### src/rtl/i2c_pkg.sv
// Shared I2C definitions: bus-phase state encodings (common to master and slave
// control paths), field widths and the SCL quarter-phase enum.
package i2c_pkg;
  localparam int ADDR_W = 7;
  localparam int DATA_W = 8;

  typedef enum logic [2:0] {
    ST_IDLE  = 3'd0,
    ST_START = 3'd1,
    ST_ACK1  = 3'd2,
    ST_ADDR  = 3'd3,
    ST_STOP  = 3'd5,
    ST_DATA  = 3'd6,
    ST_ACK2  = 3'd7
  } state_e;

  typedef enum logic [1:0] {Q0, Q1, Q2, Q3} qphase_e;
endpackage

### src/rtl/i2c_master_controlpath_if.sv
// Request/response and open-drain bus signals of the I2C master control path.
interface i2c_master_if;
  import i2c_pkg::*;
  logic              start_req;
  logic              rw_req;
  logic [ADDR_W-1:0] addr;
  logic [DATA_W-1:0] wdata;
  logic              sda_in;
  logic              scl_in;
  logic              scl_oe;
  logic              sda_oe;
  logic [DATA_W-1:0] rdata;
  logic              busy;
  logic              done;
  logic              error_master;
  state_e            state;

  modport master (
    input  start_req, rw_req, addr, wdata, sda_in, scl_in,
    output scl_oe, sda_oe, rdata, busy, done, error_master, state
  );
  modport slave (
    output start_req, rw_req, addr, wdata, sda_in, scl_in,
    input  scl_oe, sda_oe, rdata, busy, done, error_master, state
  );
endinterface

### src/rtl/i2c_scl_gen.sv
// SCL quarter-phase divider: tick every CLK_DIV cycles, phase Q0..Q3 per bit.
// With I2C_CLK_STRETCH_EN defined, Q1 is held while a slave keeps SCL low.
module i2c_scl_gen
  import i2c_pkg::*;
#(
  parameter int CLK_DIV = 4
) (
  input  logic    clk1,
  input  logic    rst,
  input  logic    en,
`ifdef I2C_CLK_STRETCH_EN
  input  logic    scl_in,
`endif
  output logic    tick,
  output qphase_e phase
);
  localparam int QW = $clog2(CLK_DIV);
  localparam logic [QW-1:0] QMAX = QW'(CLK_DIV - 1);

  logic [QW-1:0] qcnt;
  logic          hold;

`ifdef I2C_CLK_STRETCH_EN
  // SCL was released at Q1; a low line means the slave is stretching
  assign hold = (phase == Q1) && !scl_in;
`else
  assign hold = 1'b0;
`endif

  assign tick = en && !hold && (qcnt == QMAX);

  always_ff @(posedge clk1 or posedge rst) begin
    if (rst) begin
      qcnt  <= '0;
      phase <= Q0;
    end else if (!en) begin
      qcnt  <= '0;
      phase <= Q0;
    end else if (!hold) begin
      if (qcnt == QMAX) begin
        qcnt  <= '0;
        phase <= qphase_e'(phase + 2'd1);
      end else begin
        qcnt <= qcnt + QW'(1);
      end
    end
  end
endmodule

### src/rtl/i2c_master_controlpath.sv
// Single-byte I2C master: START, {addr,rw}, ACK check, one data byte, ACK/NACK, STOP.
// Optional I2C_CLK_STRETCH_EN lets a slave stretch SCL during Q1.
module i2c_master_controlpath
  import i2c_pkg::*;
#(
  parameter int CLK_DIV = 4
) (
  input  logic          clk1,
  input  logic          rst,
  i2c_master_if.master  bus
);
  state_e            state_q, state_n;
  qphase_e           phase, phase_n;
  logic              tick, bit_end, q2_tick;
  logic [2:0]        bit_cnt;
  logic [ADDR_W-1:0] addr_q;
  logic              rw_q;
  logic [DATA_W-1:0] wdata_q, rd_sh, rdata_q;
  logic              sda_smp, busy_q, done_q, err_q, scl_oe_q, sda_oe_q;

  i2c_scl_gen #(.CLK_DIV(CLK_DIV)) u_scl_gen (
    .clk1  (clk1),
    .rst   (rst),
    .en    (state_q != ST_IDLE),
`ifdef I2C_CLK_STRETCH_EN
    .scl_in(bus.scl_in),
`endif
    .tick  (tick),
    .phase (phase)
  );

  assign bit_end = tick && (phase == Q3);
  assign q2_tick = tick && (phase == Q2);
  assign phase_n = tick ? qphase_e'(phase + 2'd1) : phase;

  function automatic logic scl_low(state_e st, qphase_e ph);
    case (st)
      ST_IDLE, ST_START: return 1'b0;
      default:           return ph == Q0;
    endcase
  endfunction

  function automatic logic sda_low(state_e st, qphase_e ph, logic [2:0] idx,
                                   logic [DATA_W-1:0] abyte, logic [DATA_W-1:0] wbyte,
                                   logic rd);
    case (st)
      ST_START: return (ph == Q2) || (ph == Q3);
      ST_ADDR:  return !abyte[idx];
      ST_DATA:  return !rd && !wbyte[idx];
      ST_STOP:  return (ph == Q0) || (ph == Q1);
      default:  return 1'b0;
    endcase
  endfunction

  always_comb begin
    state_n = state_q;
    case (state_q)
      ST_IDLE:  if (bus.start_req) state_n = ST_START;
      ST_START: if (bit_end) state_n = ST_ADDR;
      ST_ADDR:  if (bit_end && bit_cnt == 3'd0) state_n = ST_ACK1;
      ST_ACK1:  if (bit_end) state_n = sda_smp ? ST_STOP : ST_DATA;
      ST_DATA:  if (bit_end && bit_cnt == 3'd0) state_n = ST_ACK2;
      ST_ACK2:  if (bit_end) state_n = ST_STOP;
      ST_STOP:  if (bit_end) state_n = ST_IDLE;
      default:  state_n = ST_IDLE;
    endcase
  end

  // SCL follows the next phase; SDA follows one cycle later so it always moves behind SCL falling
  always_ff @(posedge clk1 or posedge rst) begin
    if (rst) begin
      state_q  <= ST_IDLE;
      bit_cnt  <= 3'd7;
      sda_smp  <= 1'b1;
      busy_q   <= 1'b0;
      done_q   <= 1'b0;
      err_q    <= 1'b0;
      scl_oe_q <= 1'b0;
      sda_oe_q <= 1'b0;
      rdata_q  <= '0;
    end else begin
      state_q  <= state_n;
      done_q   <= 1'b0;
      scl_oe_q <= scl_low(state_n, phase_n);
      sda_oe_q <= sda_low(state_q, phase, bit_cnt, {addr_q, rw_q}, wdata_q, rw_q);
      if (state_n != state_q)
        bit_cnt <= 3'd7;
      else if (bit_end)
        bit_cnt <= bit_cnt - 3'd1;
      if (q2_tick)
        sda_smp <= bus.sda_in;
      if (state_q == ST_IDLE && bus.start_req) begin
        busy_q <= 1'b1;
        err_q  <= 1'b0;
      end
      if (bit_end && sda_smp && (state_q == ST_ACK1 || (state_q == ST_ACK2 && !rw_q)))
        err_q <= 1'b1;
      if (state_q == ST_STOP && bit_end) begin
        busy_q <= 1'b0;
        done_q <= 1'b1;
        if (rw_q && !err_q)
          rdata_q <= rd_sh;
      end
    end
  end

  always_ff @(posedge clk1) begin
    if (state_q == ST_IDLE && bus.start_req) begin
      addr_q  <= bus.addr;
      rw_q    <= bus.rw_req;
      wdata_q <= bus.wdata;
    end
    if (state_q == ST_DATA && q2_tick)
      rd_sh <= {rd_sh[DATA_W-2:0], bus.sda_in};
  end

  assign bus.scl_oe       = scl_oe_q;
  assign bus.sda_oe       = sda_oe_q;
  assign bus.rdata        = rdata_q;
  assign bus.busy         = busy_q;
  assign bus.done         = done_q;
  assign bus.error_master = err_q;
  assign bus.state        = state_q;
endmodule
### src/flat_wrapper.sv
// flat-port wrapper written by rule: the top's interface ports become plain ports
module i2c_master_controlpath_flat import i2c_pkg::*;
#(
  parameter int CLK_DIV = 4
)
  (clk1, rst, bus_start_req, bus_rw_req, bus_addr, bus_wdata, bus_sda_in, bus_scl_in, bus_scl_oe, bus_sda_oe, bus_rdata, bus_busy, bus_done, bus_error_master, bus_state);
  i2c_master_if bus_i ();
  input  logic clk1;
  input  logic rst;
  input wire logic [$bits(bus_i.start_req)-1:0] bus_start_req;
  input wire logic [$bits(bus_i.rw_req)-1:0] bus_rw_req;
  input wire logic [$bits(bus_i.addr)-1:0] bus_addr;
  input wire logic [$bits(bus_i.wdata)-1:0] bus_wdata;
  input wire logic [$bits(bus_i.sda_in)-1:0] bus_sda_in;
  input wire logic [$bits(bus_i.scl_in)-1:0] bus_scl_in;
  output wire logic [$bits(bus_i.scl_oe)-1:0] bus_scl_oe;
  output wire logic [$bits(bus_i.sda_oe)-1:0] bus_sda_oe;
  output wire logic [$bits(bus_i.rdata)-1:0] bus_rdata;
  output wire logic [$bits(bus_i.busy)-1:0] bus_busy;
  output wire logic [$bits(bus_i.done)-1:0] bus_done;
  output wire logic [$bits(bus_i.error_master)-1:0] bus_error_master;
  output wire logic [$bits(bus_i.state)-1:0] bus_state;
  assign bus_i.start_req = bus_start_req;
  assign bus_i.rw_req = bus_rw_req;
  assign bus_i.addr = bus_addr;
  assign bus_i.wdata = bus_wdata;
  assign bus_i.sda_in = bus_sda_in;
  assign bus_i.scl_in = bus_scl_in;
  assign bus_scl_oe = bus_i.scl_oe;
  assign bus_sda_oe = bus_i.sda_oe;
  assign bus_rdata = bus_i.rdata;
  assign bus_busy = bus_i.busy;
  assign bus_done = bus_i.done;
  assign bus_error_master = bus_i.error_master;
  assign bus_state = bus_i.state;
  i2c_master_controlpath #(.CLK_DIV(CLK_DIV)) u_core (.clk1(clk1), .rst(rst), .bus(bus_i));
endmodule
### config.mk
export PLATFORM = sky130hd
export DESIGN_NAME = i2c_master_controlpath_flat
export DESIGN_NICKNAME = d
export VERILOG_FILES = /design/src/rtl/i2c_pkg.sv /design/src/rtl/i2c_master_controlpath_if.sv /design/src/rtl/i2c_scl_gen.sv /design/src/rtl/i2c_master_controlpath.sv /design/src/flat_wrapper.sv
export SDC_FILE = /design/constraint.sdc
export NUM_CORES = 1
export LEC_CHECK = 0
export CORE_UTILIZATION = 32
export CTS_CLUSTER_SIZE = 40
export DETAILED_ROUTE_END_ITERATION = 10
export GPL_TIMING_DRIVEN = 1
export PLACE_DENSITY_LB_ADDON = 0.25
export SYNTH_ARGS = -nofsm -noshare
export SYNTH_HDL_FRONTEND = slang
export SYNTH_SLANG_ARGS = --single-unit
export TNS_END_PERCENT = 50
### constraint.sdc
create_clock -name clk1 -period 2.2 [get_ports clk1]
set_clock_uncertainty 0.15 [all_clocks]
set_input_delay 0.55 -clock clk1 [delete_from_list [all_inputs] [get_ports clk1]]
set_output_delay 0.55 -clock clk1 [all_outputs]
set_load 0.005 [all_outputs]
Word-level counts from Yosys, hierarchy flattened
Cells that the tools add are included.
{ "classes": {"magnitude_cmp": 1, "muxes": 27, "n_addsub": 3, "n_eq_ne": 13, "n_reduce_logical": 30} }
{ "ops": {"columns": ["op", "count"], "rows": [
  ["$mux W3", 9],
  ["$pmux W3 S7", 1],
  ["$logic_and A1 B1 Y1", 12],
  ["$mux W2", 6],
  ["$eq A3 B3 Y1 const B", 3],
  ["$logic_not A3 Y1", 3],
  ["$mux W1", 8],
  ["$bmux W1 S3", 2],
  ["$eq A2 B2 Y1 const B", 3],
  ["$eq A3 B1 Y1 const B", 2],
  ["$eq A3 B2 Y1 const B", 2],
  ["$reduce_bool A2 Y1", 3],
  ["$add A2 B1 Y2 const B", 2],
  ["$logic_not A1 Y1", 4],
  ["$logic_not A2 Y1", 2],
  ["$lt A3 B4 Y1 const B", 1],
  ["$pmux W1 S4", 1],
  ["$logic_or A1 B1 Y1", 3],
  ["$ne A3 B3 Y1", 1],
  ["$reduce_bool A3 Y1", 1],
  ["$sub A3 B1 Y3 const B", 1],
  ["$eq A2 B1 Y1 const B", 1],
  ["$ne A2 B1 Y1 const B", 1],
  ["$reduce_and A2 Y1", 1],
  ["$reduce_or A2 Y1", 1]
]} }
{ "totals": {"inputBits": 21, "reg_bits": 48, "wordCells": 89} }

Logic depth before layout (Yosys ltp)
Gate-level depths: netlist of run 1.
{ "depth": {"depth_word": 9, "ltp_mapped": 7, "depth_no_buf": 6} }

By module
A second synthesis of run 1 with hierarchy kept.
{ "unflattened": {"cells_unflattened": 155, "hier_area_um2": 2130.8} }
{ "modules_own_cells": {"columns": ["mod", "n_inst", "area_each_um2", "cells_per_inst", "seq_area_each_um2"], "rows": [
  ["i2c_master_controlpath", 1, 1955.6, 140, 1226.2],
  ["i2c_scl_gen", 1, 175.2, 15, 100.1]
]} }

Worst setup path before layout of run 1
No wires, ideal clock.
{ "synth_path": {"path_kind": "register to register", "startpoint": "reg u_core.state_q[1], in the netlist u_core.bus.state[1]", "endpoint": "reg u_core.addr_q[0], enable pin", "period_less_slack_ns": 2.312, "path_stages_with_launch": 5, "path_slack_ns": -0.112, "path_buffers": 2, "arrival_time_ns": 1.772, "cell_sequence": "dfrtp_1 buf_2 or3_1 buf_2 nor2_1"} }
{ "synth_via": {"elab_chain_cells": 2} }
{ "synth_rtl": {"columns": ["element", "line", "rtl"], "rows": [
  ["from (decl)", "i2c_master_controlpath.sv:12", "state_e state_q, state_n;"],
  ["from (signal assigned)", "i2c_master_controlpath.sv:82", "state_q <= state_n;"],
  ["$logic_not A3 Y1", "i2c_master_controlpath.sv:108", "if (state_q == ST_IDLE && bus.start_req) begin"],
  ["$logic_and A1 B1 Y1", "i2c_master_controlpath.sv:108", null],
  ["to (signal assigned)", "i2c_master_controlpath.sv:109", "addr_q <= bus.addr;"],
  ["to (decl)", "i2c_master_controlpath.sv:16", "logic [ADDR_W-1:0] addr_q;"]
]} }
No other way between the ends.
A chain may end at the register's enable or synchronous reset.

Worst setup path in the final report of run 1
{ "layout_path": {"startpoint": "reg u_core.state_q[2], in the netlist u_core.bus.state[2]", "endpoint": "out bus_state[2]"} }
{ "layout_lines": {"columns": ["element", "line", "rtl"], "rows": [
  ["to (decl)", "flat_wrapper.sv:22", "output wire logic [$bits(bus_i.state)-1:0] bus_state;"]
]} }
No word-level cell between the ends.

==> results of run 1 <==
-- final cells by class --
type                       count  area (um2)  share of cell area [%]
timing repair buffer          43         423                    15.5
inverter                       7        26.3                   0.963
multi-input combinational     98         749                    27.5
tap                           77        96.3                    3.53
clock inverter                 2        35.0                    1.28
sequential                    48        1330                    48.6
clock buffer                   6        72.6                    2.66
-- registers in the layout, indices dropped and copies added, names as in the netlist, 2 cells and up --
signal / count
u_core.u_scl_gen.qcnt: 2
u_core.bus.rdata: 8
u_core.u_scl_gen.phase: 2
u_core.addr_q: 7
u_core.wdata_q: 8
u_core.bit_cnt: 3
u_core.rd_sh: 8
u_core.bus.state: 3
-- per-stage QoR --
stage | std cells | hold WS, ns | cell area [um2]
2_1_floorplan | 164 | 0.269 | 2160
3_3_place_gp | 273 | 0.283 | 2620
3_5_place_dp | 273 | 0.285 | 2620
4_1_cts | 281 | 0.307 | 2730
5_1_grt | 281 | 0.327 | 2730
6_report | 281 | 0.303 | 2730
-- cells by family after synthesis --
group	Yosys count
buffers and inverters	18
multiplexers	16
XOR/XNOR	3
AO/OA/AOI/OAI	25
AND/OR/NAND/NOR	47
flip-flops	48
adder cells (fa/ha/maj)	7
-- power by group through the flow --
stage / Clock, W / Sequential, W / Combinational, W
floorplan: 0 / 0.000964 / 0.00000867
global placement: 0 / 0.000964 / 0.0000490
detailed placement: 0 / 0.000964 / 0.0000493
CTS: 0.000634 / 0.000945 / 0.0000491
global route: 0.000663 / 0.000946 / 0.0000538
finish: 0.000613 / 0.000945 / 0.0000479
-- per-layer routing --
metal | part of all wire, % | vias up | global-route usage, % | wire, um
met5 | 0 | - | 0 | 0
met4 | 0.60 | 0 | 2.35 | 23
met3 | 4.8 | 4 | 3.36 | 184
met2 | 48 | 50 | 19.8 | 1840
met1 | 46 | 651 | 15.9 | 1760
li1 | - | 674 | - | -
-- cells in the final DEF (no fill, tap or decap), drive strengths merged, types with 2 or more instances in the layout --
cell | netlist | layout
nor2 | 14 | 14
o21ai | 6 | 6
o2111ai | 2 | 2
buf | 8 | 8
mux2 | 9 | 9
mux4 | 4 | 4
inv | 7 | 7
a31oi | 3 | 3
nand3b | 2 | 2
nand2b | 2 | 2
mux2i | 3 | 3
and2 | 2 | 2
clkbuf | 3 | 6
dfrtp | 20 | 20
clkdlybuf4s50 | 0 | 35
nand3 | 5 | 5
nor3 | 4 | 4
edfxtp | 24 | 24
xnor2 | 2 | 2
nand2 | 7 | 7
or3 | 3 | 3
ha | 7 | 7
dfstp | 4 | 4
a21oi | 8 | 8
-- worst paths after layout --
path                                        to
setup / recovery                  bus_state[2]
hold / removal                 u_core.rd_sh[3]
setup reg to reg           u_core.bus.rdata[1]
hold reg to reg                u_core.rd_sh[3]
max in group asynchronous    u_core.bit_cnt[0]
min in group asynchronous    u_core.bus.scl_oe
==> impl_metrics.tcl, run 1 <==
set metrics [dict create \
    diodes 0 \
    synth_area_leader_cell "edfxtp_1" \
    finalWorstSetupSlack_ns 0.184 \
    clkSlewWorstSetupHoldPaths_ns 0.09 \
    synth.area.mux_share_pct 10.3 \
    leakage_nw 1.07 \
    cts_buffers 5 \
    syn-num-nets 192 \
    gp_congestion 0.773 \
    wire_per_inst_um 13.6 \
    p_int_w 0.00131 \
    drive_above_1_share_pct 14.2 \
    power_frac_seq_pct 58.9 \
    pre_cts_slack_ns 0.116 \
    synth-edff-count 24 \
    synth-async-reset-ratio_pct 50.0 \
    synth_top_family_by_area "simple AND/OR/NAND/NOR gates" \
    fin_crit_sh_pct 91.6 \
    switching_share_pct 18.2 \
    die-height_um 84.1 \
    synth_simple_gate_area_share_pct 12.0 \
    cap_violations 0 \
    ys.flop_type "edfxtp_1" \
    hpwl_mm 2.73 \
    synthTopCellsByCount "24 x edfxtp_1, 20 x dfrtp_1, 14 x nor2_1" \
    start_kind "flop" \
    status "finished with violations" \
    vias_per_cell 4.91 \
    max_stage_delay_ns 0.55 \
    synthTopCellsByArea "edfxtp_1 33%, dfrtp_1 23%, dfstp_2 4.9%" \
    holdBufCountCts 0 \
    synth_top_area_share_pct 33.4 \
    netSwitchingPower_w 0.000292 \
    dr.first_iter.drc_count 83 \
    ff2ff_path_depth 6 \
    rows 29 \
    finalCoreUtilization_pct 42.5 \
    start_util_pct 33.6 \
    cp_top_family "buffers and inverters" \
    rsz0062_at_grt "false" \
    syn_inst 164 \
    slowest_stage "clkdlybuf4s50_1" \
    grt_pass1_wl_mm 6.74 \
    crit_start "u_core.bus.state[2]" \
    track_usage_pct 12.0 \
    fin_crit_ns 2.02 \
    relSlewSlack_pct 58.3 \
    grt_antenna_before_repair 0 \
    postCtsSetupBuffers 0 \
    area_growth_pct 26.6 \
    cts_sinks 48 \
    synthDistinctLibCells 43 \
    fillers 609 \
    firstDrtPassIters 7 \
    worstSkewPairLatency_ns 0.29 \
    crit_fanout 6 \
    min_from "u_core.rd_sh[2]" \
    total_power_w 0.00161 \
    pwr-share-comb_pct 3.0 \
    io_buffers 35 \
    fmax_ghz 0.496 \
    cts-root-buf "clkbuf_8" \
    htree_levels 2 \
    grt_max_degree 25 \
    ctsResizeCount 0 \
    synth-xor-area-share_pct 1.22 \
    grt_pass1_vias 1422 \
    hold_depth 0 \
    tightest_slew_ns 0.621 \
    crit_path_cell_trace "clkdlybuf4s50_1" \
    seq_area_frac_synth_pct 61.5 \
    setup_viol 0 \
    violations "design-rule violations" \
    synth_area_mm2 0.00216 \
    hold_viol 0 \
    io_pins 37 \
    finalSetupTns_ns 0 \
    max-vdd-ir-drop_v 0.000309 \
    path_class "flop to output port" \
    path_buf_inv 1 \
    yosys_warnings 0 \
    antenna_left 0 \
    yosysMostFrequentCell "edfxtp_1" \
    vias 1379 \
    die_w_um 84.1 \
    postSynthAreaPerCell_um2 13.1 \
    wl_mm 3.82 \
    crit_required_ns 1.50 \
    drc 2 \
    cp.arrival_ns 1.32 \
    slew_violations 0 \
    cp.depth 1 \
    synth_compound_area_share_pct 7.14 \
    pwr-share-clk_pct 38.2 \
    cp-end-kind "output port" \
    clk_path_buf_depth 2 \
    cts_tree "done" \
    r2r_start "u_core.u_scl_gen.phase[0]" \
    p_per_area_mw_per_mm2 589 \
    die-area_mm2 0.00707 \
    hp-class "flop to flop" \
    core_mm2 0.00642 \
    reg2reg_slack_ns 0.21 \
    synth-seq-cells 48 \
    grt_overflow_total 0 \
    synth_adder_area_share_pct 4.06 \
    nets 231 \
]
Note: power is estimated with default switching activity, not from simulation.
==> run 2, diff against run 1 <==
--- a/config.mk
+++ b/config.mk
@@ -5,8 +5,9 @@
 export SDC_FILE = /design/constraint.sdc
 export NUM_CORES = 1
 export LEC_CHECK = 0
+export CORE_MARGIN = 5
 export CORE_UTILIZATION = 32
-export CTS_CLUSTER_SIZE = 40
+export CTS_CLUSTER_SIZE = 20
 export DETAILED_ROUTE_END_ITERATION = 10
 export GPL_TIMING_DRIVEN = 1
 export PLACE_DENSITY_LB_ADDON = 0.25
==> run 2 against run 1 <==
Effect of this change:
- global-route usage shrank 1.8 points
- clock-buffer cell count shrank 1
- sequential share of layout area is essentially flat
- utilization shrank 1.6 points
- die area grew 20%
- sequential power is essentially flat
- routed wire length grew 7.3%
- critical endpoint is now bus_state[0]
- the run now ends clean
==> impl_metrics.tcl, run 2 (synthesis gave the netlist of run 1 again) <==
set metrics [dict create \
    dr.first_iter.drc_count 49 \
    nets 232 \
    grt_max_degree 25 \
    hold_viol 0 \
    holdBufCountCts 0 \
    slew_violations 0 \
    area_growth_pct 26.6 \
    min_from "u_core.rd_sh[4]" \
    path_class "flop to output port" \
    r2r_start "u_core.u_scl_gen.phase[0]" \
    ctsResizeCount 1 \
    grt_pass1_vias 1396 \
    track_usage_pct 10.2 \
    cts-root-buf "clkbuf_8" \
    grt_antenna_before_repair 0 \
    instances_no_fill 285 \
    cp-end-kind "output port" \
    drive_above_1_share_pct 15.1 \
    status "complete, no violations" \
    cap_violations 0 \
    vias 1390 \
    start_util_pct 32.3 \
    rows 30 \
    ff2ff_path_depth 6 \
    crit_fanout 11 \
    tightest_slew_ns 0.583 \
    max-vdd-ir-drop_v 0.000260 \
    final_common_cell "clkdlybuf4s50_1" \
    max_stage_delay_ns 0.57 \
    crit_required_ns 1.50 \
    slowest_stage "clkdlybuf4s50_1" \
    io_buffers 35 \
    vias_per_cell 4.88 \
    finalWorstSetupSlack_ns 0.0875 \
    core_mm2 0.00668 \
    die_w_um 92.1 \
    wire_per_inst_um 14.4 \
    hpwl_mm 2.99 \
    antenna_left 0 \
    leakage_nw 1.07 \
    clk_path_buf_depth 2 \
    dp_cells 277 \
    most-common-layout-cells "35 x clkdlybuf4s50_1, 24 x edfxtp_1, 19 x dfrtp_1, 13 x nor2_1" \
    wl_mm 4.10 \
    firstDrtPassIters 4 \
    fin_crit_sh_pct 96.0 \
    worst_r2r_endpoint "u_core.bus.rdata[6]" \
    pre_cts_slack_ns 0.0836 \
    hp-class "flop to flop" \
    die-height_um 92.1 \
    grt_pass1_wl_mm 6.80 \
    cp_top_family "buffers and inverters" \
    path_buf_inv 1 \
    diodes 0 \
    p_per_area_mw_per_mm2 548 \
    grt_overflow_total 0 \
    fmax_ghz 0.473 \
    io_pins 37 \
    setup_viol 0 \
    drc 0 \
    placed_area_mm2 0.00265 \
    hold_depth 0 \
    rsz0062_at_grt "false" \
    cts_sinks 48 \
    crit_path_cell_trace "clkdlybuf4s50_1" \
    finalInstanceArea_mm2 0.00273 \
    worstSkewPairLatency_ns 0.30 \
    cp.arrival_ns 1.41 \
    finalSetupTns_ns 0 \
    cts_buffers 5 \
    cts_tree "done" \
    gp_congestion 0.808 \
    whs_endpoint "u_core.rd_sh[5]" \
    start_kind "flop" \
    clkSlewWorstSetupHoldPaths_ns 0.09 \
    htree_levels 2 \
    postCtsSetupBuffers 0 \
    total_power_w 0.00149 \
    fillers 675 \
    reg2reg_slack_ns 0.26 \
    relSlewSlack_pct 60.8 \
    die-area_mm2 0.00848 \
    fin_crit_ns 2.11 \
]
run 2: final cells by class:
class                           instances  area (um2)  share of cell area (%)
Clock buffer                            5        68.8                    2.52
Clock inverter                          3        13.8                   0.504
Inverter                                7        26.3                   0.963
Multi-Input combinational cell         98         749                    27.5
Sequential cell                        48        1330                    48.6
Tap cell                               80         100                    3.67
Timing Repair Buffer                   44         443                    16.2
run 2: stage by stage:
stage               utilization, %  hold WS (ns)
detailed placement            39.6         0.292
global route                  40.8         0.321
global placement              39.6         0.284
CTS                           40.8         0.307
finish                        40.8         0.307
floorplan                        -         0.269
run 2: power by group:
group          switching (W)  internal (W)
sequential        0.00000216      0.000943
clock               0.000285      0.000216
combinational      0.0000146     0.0000334
total               0.000302       0.00119
run 2: per-layer routing:
| layer | wire (um) | share of wire, % | global-route usage, % |
|---|---|---|---|
| met3 | 255 | 6.2 | 3.36 |
| met1 | 1860 | 45 | 12.2 |
| met5 | 0 | 0 | 0 |
| met2 | 1940 | 47 | 16.8 |
| met4 | 44 | 1.1 | 4.21 |
run 2: worst max path at each step:
stage	startpoint	end	slack [ns]	depth (start not counted)
detailed placement	bus_start_req	u_core.bit_cnt[1]	0.08	5
floorplan	u_core.bus.state[1]	u_core.addr_q[0]	0.16	4
global placement	bus_start_req	u_core.bit_cnt[1]	0.13	5
global route	u_core.bus.state[0]	bus_state[0]	0.02	1
CTS	u_core.bus.state[0]	bus_state[0]	0.06	1
finish	u_core.bus.state[0]	bus_state[0]	0.09	1
